File: src/rtl/prog_loader_if.sv
// Byte-stream in / instruction-memory write port out, plus load status.
// slave: the loader itself; master: whatever feeds bytes and watches status.
// Plain wires; no storage in the interface.
interface prog_loader_if #(
    parameter int ADDR_W = 14
);
    logic              start;
    logic              rx_valid;
    logic [7:0]        rx_byte;
    logic              we;
    logic [ADDR_W-1:0] waddr;
    logic [31:0]       wdata;
    logic              busy;
    logic              cpu_hold;
    logic              done;
    logic              err;

    modport slave (
        input  start, rx_valid, rx_byte,
        output we, waddr, wdata, busy, cpu_hold, done, err
    );

    modport master (
        output start, rx_valid, rx_byte,
        input  we, waddr, wdata, busy, cpu_hold, done, err
    );
endinterface

File: src/rtl/prog_loader.sv
// Loads instruction memory from a framed byte stream: LEN_LO LEN_HI, 4*N LE data bytes, XOR CHK.
// Latency: one write pulse on the cycle after the 4th byte of each word is accepted.
// No backpressure: every rx_valid strobe is consumed, back-to-back bytes included.
module prog_loader #(
    parameter int ADDR_W  = 14,
    parameter int TIMEOUT = 1_000_000
) (
    input  logic          clk,
    input  logic          rst,
    prog_loader_if.slave  bus
);
    localparam int          IDX_W = ADDR_W + 1;
    localparam int          TO_W  = $clog2(TIMEOUT + 1);
    localparam logic [31:0] DEPTH = 32'd1 << ADDR_W;

    typedef enum logic [2:0] {
        S_IDLE,
        S_LEN_LO,
        S_LEN_HI,
        S_DATA,
        S_CHK
    } state_t;

    state_t            state_q, state_d;
    logic [15:0]       len_q, len_d;
    logic [IDX_W-1:0]  idx_q, idx_d;
    logic [1:0]        nbyte_q, nbyte_d;
    logic [23:0]       word_q, word_d;
    logic [7:0]        chk_q, chk_d;
    logic [TO_W-1:0]   tmo_q, tmo_d;
    logic              we_q, we_d;
    logic [ADDR_W-1:0] waddr_q, waddr_d;
    logic [31:0]       wdata_q, wdata_d;
    logic              done_q, done_d;
    logic              err_q, err_d;

    logic [15:0]       len_full;
    logic              timeout_hit;

    // Next-state, byte assembly, checksum, idle-gap timer and status updates.
    always_comb begin
        state_d  = state_q;
        len_d    = len_q;
        idx_d    = idx_q;
        nbyte_d  = nbyte_q;
        word_d   = word_q;
        chk_d    = chk_q;
        tmo_d    = tmo_q;
        we_d     = 1'b0;
        waddr_d  = waddr_q;
        wdata_d  = wdata_q;
        done_d   = done_q;
        err_d    = err_q;
        len_full = {bus.rx_byte, len_q[7:0]};

        // The gap timer restarts on every accepted byte and only runs mid-load.
        timeout_hit = (state_q != S_IDLE) && !bus.rx_valid &&
                      (tmo_q == TO_W'(TIMEOUT - 1));
        if (state_q == S_IDLE || bus.rx_valid) begin
            tmo_d = '0;
        end else begin
            tmo_d = tmo_q + 1'b1;
        end

        case (state_q)
            S_IDLE: begin
                // A byte arriving with start belongs to no frame and is dropped.
                if (bus.start) begin
                    state_d = S_LEN_LO;
                    done_d  = 1'b0;
                    err_d   = 1'b0;
                    chk_d   = '0;
                    idx_d   = '0;
                    nbyte_d = '0;
                end
            end
            S_LEN_LO: begin
                if (bus.rx_valid) begin
                    len_d[7:0] = bus.rx_byte;
                    state_d    = S_LEN_HI;
                end
            end
            S_LEN_HI: begin
                if (bus.rx_valid) begin
                    len_d = len_full;
                    if (len_full == 16'd0) begin
                        state_d = S_CHK;
                    end else if ({16'd0, len_full} > DEPTH) begin
                        err_d   = 1'b1;
                        state_d = S_IDLE;
                    end else begin
                        state_d = S_DATA;
                    end
                end
            end
            S_DATA: begin
                if (bus.rx_valid) begin
                    chk_d   = chk_q ^ bus.rx_byte;
                    nbyte_d = nbyte_q + 2'd1;
                    if (nbyte_q == 2'd3) begin
                        // word_q already holds bytes 2:1:0, so byte 0 lands in [7:0].
                        we_d    = 1'b1;
                        waddr_d = idx_q[ADDR_W-1:0];
                        wdata_d = {bus.rx_byte, word_q};
                        idx_d   = idx_q + 1'b1;
                        if ((32'(idx_q) + 32'd1) == {16'd0, len_q}) begin
                            state_d = S_CHK;
                        end
                    end else begin
                        word_d = {bus.rx_byte, word_q[23:8]};
                    end
                end
            end
            S_CHK: begin
                if (bus.rx_valid) begin
                    if (bus.rx_byte == chk_q) begin
                        done_d = 1'b1;
                    end else begin
                        err_d  = 1'b1;
                    end
                    state_d = S_IDLE;
                end
            end
            default: begin
                state_d = S_IDLE;
            end
        endcase

        // A stalled stream abandons the load; words already written are left alone.
        if (timeout_hit) begin
            state_d = S_IDLE;
            err_d   = 1'b1;
        end
    end

    // State and datapath registers; reset aborts any load immediately.
    always_ff @(posedge clk or posedge rst) begin
        if (rst) begin
            state_q <= S_IDLE;
            len_q   <= '0;
            idx_q   <= '0;
            nbyte_q <= '0;
            word_q  <= '0;
            chk_q   <= '0;
            tmo_q   <= '0;
            we_q    <= 1'b0;
            waddr_q <= '0;
            wdata_q <= '0;
            done_q  <= 1'b0;
            err_q   <= 1'b0;
        end else begin
            state_q <= state_d;
            len_q   <= len_d;
            idx_q   <= idx_d;
            nbyte_q <= nbyte_d;
            word_q  <= word_d;
            chk_q   <= chk_d;
            tmo_q   <= tmo_d;
            we_q    <= we_d;
            waddr_q <= waddr_d;
            wdata_q <= wdata_d;
            done_q  <= done_d;
            err_q   <= err_d;
        end
    end

    assign bus.we       = we_q;
    assign bus.waddr    = waddr_q;
    assign bus.wdata    = wdata_q;
    assign bus.busy     = (state_q != S_IDLE);
    assign bus.cpu_hold = (state_q != S_IDLE);
    assign bus.done     = done_q;
    assign bus.err      = err_q;
endmodule

File: src/flat_wrapper.sv
// flat-port wrapper written by rule: the top's interface ports become plain ports
module prog_loader_flat 
#(
    parameter int ADDR_W  = 14,
    parameter int TIMEOUT = 1_000_000
)
  (clk, rst, bus_start, bus_rx_valid, bus_rx_byte, bus_we, bus_waddr, bus_wdata, bus_busy, bus_cpu_hold, bus_done, bus_err);
  prog_loader_if #(.ADDR_W(ADDR_W)) bus_i ();
  input  logic clk;
  input  logic rst;
  input wire logic [$bits(bus_i.start)-1:0] bus_start;
  input wire logic [$bits(bus_i.rx_valid)-1:0] bus_rx_valid;
  input wire logic [$bits(bus_i.rx_byte)-1:0] bus_rx_byte;
  output wire logic [$bits(bus_i.we)-1:0] bus_we;
  output wire logic [$bits(bus_i.waddr)-1:0] bus_waddr;
  output wire logic [$bits(bus_i.wdata)-1:0] bus_wdata;
  output wire logic [$bits(bus_i.busy)-1:0] bus_busy;
  output wire logic [$bits(bus_i.cpu_hold)-1:0] bus_cpu_hold;
  output wire logic [$bits(bus_i.done)-1:0] bus_done;
  output wire logic [$bits(bus_i.err)-1:0] bus_err;
  assign bus_i.start = bus_start;
  assign bus_i.rx_valid = bus_rx_valid;
  assign bus_i.rx_byte = bus_rx_byte;
  assign bus_we = bus_i.we;
  assign bus_waddr = bus_i.waddr;
  assign bus_wdata = bus_i.wdata;
  assign bus_busy = bus_i.busy;
  assign bus_cpu_hold = bus_i.cpu_hold;
  assign bus_done = bus_i.done;
  assign bus_err = bus_i.err;
  prog_loader #(.ADDR_W(ADDR_W), .TIMEOUT(TIMEOUT)) u_core (.clk(clk), .rst(rst), .bus(bus_i));
endmodule
File: config.mk
export PLATFORM = sky130hd
export DESIGN_NAME = prog_loader_flat
export DESIGN_NICKNAME = d
export VERILOG_FILES = /design/src/rtl/prog_loader_if.sv /design/src/rtl/prog_loader.sv /design/src/flat_wrapper.sv
export SDC_FILE = /design/constraint.sdc
export NUM_CORES = 1
export LEC_CHECK = 0
export ABC_AREA = 1
export BUFFER_PORTS_ARGS = -buffer_cell sky130_fd_sc_hd__buf_2
export CAP_MARGIN = 20
export CORE_UTILIZATION = 58
export CTS_CLUSTER_DIAMETER = 120
export DETAILED_ROUTE_END_ITERATION = 8
export PLACE_DENSITY = 0.77
export SLEW_MARGIN = 20
export SYNTH_ARGS = -nofsm -noshare
export SYNTH_HDL_FRONTEND = slang
export SYNTH_SLANG_ARGS = --single-unit
File: constraint.sdc
create_clock -name clk -period 6.2 [get_ports clk]
set_clock_uncertainty 0.2 [all_clocks]
set_input_delay 0.31 -clock clk [delete_from_list [all_inputs] [get_ports clk]]
set_output_delay 0.31 -clock clk [all_outputs]
set_load 0.005 [all_outputs]
# Word-level counts from Yosys, hierarchy flattened
# Cells that the tools add are included.
dict set report classes {
  addsub 4
  bitwise_logic 3
  n_mux 38
  n_lt_le_gt_ge 1
  n_reduce_logical 19
  n_eq_ne 23
}
# operator n
set ops {}
lappend ops {{$mux 15} 3}
lappend ops {{$eq 32x16->1} 1}
lappend ops {{$pmux 8 s2} 2}
lappend ops {{$pmux 15 s2} 1}
lappend ops {{$mux 3} 9}
lappend ops {{$mux 8} 3}
lappend ops {{$ne 3x2->1 const B} 7}
lappend ops {{$add 20x1->20 const B} 1}
lappend ops {{$eq 20x20->1 const B} 1}
lappend ops {{$mux 20} 1}
lappend ops {{$add 15x1->16 const B} 1}
lappend ops {{$gt 16x15->1 const B} 1}
lappend ops {{$logic_not 16->1} 1}
lappend ops {{$add 15x1->15 const B} 1}
lappend ops {{$pmux 3 s5} 1}
lappend ops {{$reduce_and 7->1} 2}
lappend ops {{$mux 1} 12}
lappend ops {{$reduce_and 3->1} 4}
lappend ops {{$ne 3x1->1 const B} 3}
lappend ops {{$eq 8x8->1} 1}
lappend ops {{$reduce_and 4->1} 2}
lappend ops {{$xor 8x8->8} 1}
lappend ops {{$eq 3x2->1 const B} 2}
lappend ops {{$mux 2} 3}
lappend ops {{18 further kinds} 24}
dict set report word_totals {
  reg_bits 137
  inputBits 12
  output_inout_bits 51
  word_cells 101
}

# Logic depth before layout (Yosys ltp)
dict set report logic_depth {
  ltp_word 7
  ltp_mapped 16
  depth_no_buf 16
}

# Least setup slack after synthesis
# OpenSTA, ideal clock, no wires.
dict set report synth_path {
  path_kind {register to register}
  startpoint {register u_core.idx_q[0]}
  endpoint {register u_core.state_q[0]}
  path_slack_ns 4.263
  n_path_buf 0
  setup_time_ns 0.117
  arrival_ns 1.620
  path_stages_with_launch 15
  required_ns 5.883
  period_less_slack_ns 1.937
  cell_sequence {dfrtp_1 > ha_1 > nand2_1 > nand2_1 > nand2_1 > nand2_1 > nand3b_1 > nor2_1 > nand3_1 > nor2_1 > nand2_1 > nand2_2 > nand2_2 > nand2_1 > nand2_1}
}
dict set report synth_between {
  elab_chain_len 4
}
# element line_no
set synth_lines {}
lappend synth_lines {{from (decl)} prog_loader.sv:26} ;# logic [IDX_W-1:0] idx_q, idx_d;
lappend synth_lines {{from (signal assigned)} prog_loader.sv:154} ;# idx_q <= idx_d;
lappend synth_lines {{$add 15x1->16} prog_loader.sv:106} ;# if ((32'(idx_q) + 32'd1) == {16'd0, len_q}) begin
lappend synth_lines {{$eq 32x16->1} prog_loader.sv:106}
lappend synth_lines {{$ne 3x1->1 (no line)} --}
lappend synth_lines {{$reduce_and 7->1 (no line)} --}
lappend synth_lines {{to (signal assigned)} prog_loader.sv:152} ;# state_q <= state_d;
lappend synth_lines {{to (decl)} prog_loader.sv:24} ;# state_t state_q, state_d;
# Every way passes these cells.
# A chain may end at the register's enable or synchronous reset.

# Worst setup path after layout
dict set report layout_path {
  startpoint {register u_core.state_q[2]}
  endpoint {register u_core.waddr_q[13] (netlist: u_core.bus.waddr[13])}
}
dict set report layout_between {
  elab_chain_len 2
}
# element line_no
set layout_lines {}
lappend layout_lines {{$eq 3x2->1} prog_loader.sv:65} ;# case (state_q)
lappend layout_lines {{$reduce_and 3->1 (no line)} --}
lappend layout_lines {{to (signal assigned)} prog_loader.sv:160} ;# waddr_q <= waddr_d;
lappend layout_lines {{to (decl)} prog_loader.sv:32} ;# logic [ADDR_W-1:0] waddr_q, waddr_d;
# Every way passes these cells.

==> metrics.yaml <==
fin_crit_ns: 2.508
worstPathArrival_ns: 2.69
dp_slack_ns: 3.706
yosysSeqAreaShare_pct: 52.59
initial_core_util_pct: 59.87
nets: 847
wirelength_um: 14800
cap_violations: 0
finish.utilization_pct: 69.33
portBuffers: 62
die_h_um: 108.0
clock_sinks: 137
htreeDepth: 4
vias: 5398
cts.reportedPaths.clkPinSlew_ns: 0.06
final_common_cell: "nand2_1"
route.detailed.drc: 0
cp_max_fo: 79
layout_common_cells: "213 x nand2_1, 137 x dfrtp_1, 81 x inv_1"
powerDensity_nw_per_um2: 377.9
max_freq_mhz: 398.7
die-area_um2: 11670
mappedNetlistNets: 776
synthDistinctLibCells: 44
cts_resized: 0
worst_pin_slew_ns: 0.8872
clock_path_buffers: 2
timing.slew.headroom_pct: 40.86
netlist_area_um2: 6519
grt_pass1_wl_um: 24520
dp_hpwl_um: 10460
antenna_found_initial: 0
hold_ws_ns: 0.04370
overflow: 0
fin_ws_ns: 3.692
synth-seq-cells: 137
cts-hold-fix-buffers: 9
drv_slew: 0
area_growth_syn_to_layout_pct: 15.80
r2r_slack_ns: 3.69
clk_latency_ns: 0.54
ioPinCount: 63
ant_nets: 0
wl_per_cell_um: 15.04
setup_violations: 0
total_leakage_power_uw: 0.003634
hold_viol_final: 0
n_fill_cell: 861
first_iter_violations: 422
netlist_instances: 761
grt_max_degree: 80
viasPerCell: 5.486
post-cts-setup-buffer-count: 0
numCtsBuffers: 17
grt_pass1_vias: 5097
endpoint_kind: "flip-flop"
fin_crit_sh_pct: 40.46
coreArea_um2: 10890
rows: 38
n_antenna_cell: 0
detail_route.first_pass.iterations: 5
drive_gt1_share_pct: 16.71
criticalPathCategory: "reg -> reg"
vdd_drop_max_uv: 234.0
fin_tns_setup_ns: 0
stdcell_count: 984
cts_tree: "done"
die_w_um: 108.0
syn_area_per_cell_um2: 8.566
rsz0062_at_grt: "no"
start_kind: "flip-flop"
status: "finished, final reports clean"
cts-root-buf: "clkbuf_8"
place_inst: 944
hold_path_class: "in -> reg"
synth_warnings: 0
required_ns: 6.38
grt_usage_pct: 27.81
gp_congestion: 0.9426
[stage by stage]
stage	instance area (um2)	total power (uW)
finish	7548	2852
global route	7548	3019
CTS	7548	2868
detailed placement	6862	1841
global placement	6862	1814
floorplan	6519	1678
[cells in the mapped netlist, drive strengths merged]
| library cell | n | area, um2 |
|---|---|---|
| a31oi | 1 | 6.260 |
| dfrtp | 137 | 3428 |
| xor2 | 6 | 52.55 |
| o21a | 2 | 15.01 |
| inv | 88 | 330.3 |
| ha | 3 | 37.54 |
| a21oi | 12 | 60.06 |
| nor2 | 60 | 300.3 |
| xnor2 | 5 | 43.79 |
| o211a | 1 | 10.01 |
| xnor3 | 1 | 22.52 |
| nand2 | 218 | 835.8 |
| and2 | 3 | 20.02 |
| a221oi | 1 | 26.28 |
| clkbuf | 8 | 30.03 |
| nor4 | 5 | 37.53 |
| nand3b | 3 | 22.52 |
| o211ai | 1 | 7.510 |
| clkinv | 1 | 3.750 |
| o21ai | 94 | 496.7 |
| a21boi | 1 | 7.510 |
| a22o | 5 | 43.79 |
| buf | 13 | 130.1 |
| o22ai | 12 | 106.4 |
| nand4 | 15 | 93.84 |
| nand3 | 47 | 240.2 |
| nor3 | 15 | 90.09 |
| or2 | 2 | 12.52 |
| o21bai | 1 | 7.510 |
[cell families after synthesis]
| family | synth area share, % |
|---|---|
| AO/OA/AOI/OAI | 12.07 |
| XOR/XNOR | 1.823 |
| adder cells (fa/ha/maj) | 0.5759 |
| buffers and inverters | 7.582 |
| flip-flops | 52.59 |
| AND/OR/NAND/NOR | 25.36 |
[power by group]
group,switching [uW],internal (uW),total [uW]
clock,391,625,1020
sequential,127,1070,1190
combinational,404,238,642
[sequential cells by signal, indices dropped and copies added, names as in the netlist]
| name | cells |
|---|---|
| u_core.bus.wdata | 32 |
| u_core.word_q | 24 |
| u_core.tmo_q | 20 |
| u_core.len_q | 16 |
| u_core.idx_q | 15 |
| u_core.bus.waddr | 14 |
| u_core.chk_q | 8 |
| u_core.state_q | 3 |
| u_core.nbyte_q | 2 |
| u_core.bus.done | 1 |
| u_core.bus.err | 1 |
| u_core.bus.we | 1 |
[critical path: stages, from the launching register on]
cell and delay [ns]:
dfrtp_1 0.47, nor2_4 0.16, inv_2 0.06, nor2_4 0.17
nand2_4 0.09, nor2_4 0.32, inv_2 0.21, buf_4 0.39
nand2_1 0.14, o21ai_0 0.10
[path summary, 6_finish.rpt]
path / start / endpoint / depth (start not counted)
setup / recovery: u_core.state_q[2] / u_core.bus.waddr[13] / 9
hold / removal: bus_rx_valid / u_core.tmo_q[18] / 4
setup reg to reg: u_core.state_q[2] / u_core.bus.waddr[13] / 9
hold reg to reg: u_core.bus.wdata[5] / u_core.bus.wdata[5] / 2
max in group asynchronous: rst / u_core.bus.waddr[8] / 4
min in group asynchronous: rst / u_core.word_q[22] / 3
[final cells by class]
class | count | area, um2 | share of cell area [%]
timing repair buffer | 73 | 415.4 | 5.503
multi-input combinational | 514 | 2596 | 34.39
tap | 140 | 175.2 | 2.321
clock buffer | 18 | 427.9 | 5.669
sequential | 137 | 3428 | 45.42
inverter | 89 | 336.6 | 4.459
clock inverter | 13 | 168.9 | 2.238
[metal layers]
metal  GRT usage [%]  wire, um  up-vias
met5               0         0        -
li1                -         -     2633
met2           44.68      7108      192
met1           36.72      6547     2548
met3           6.450       891       25
met4           10.67       248        0
No activity file was read; power rests on OpenSTA's default activity.
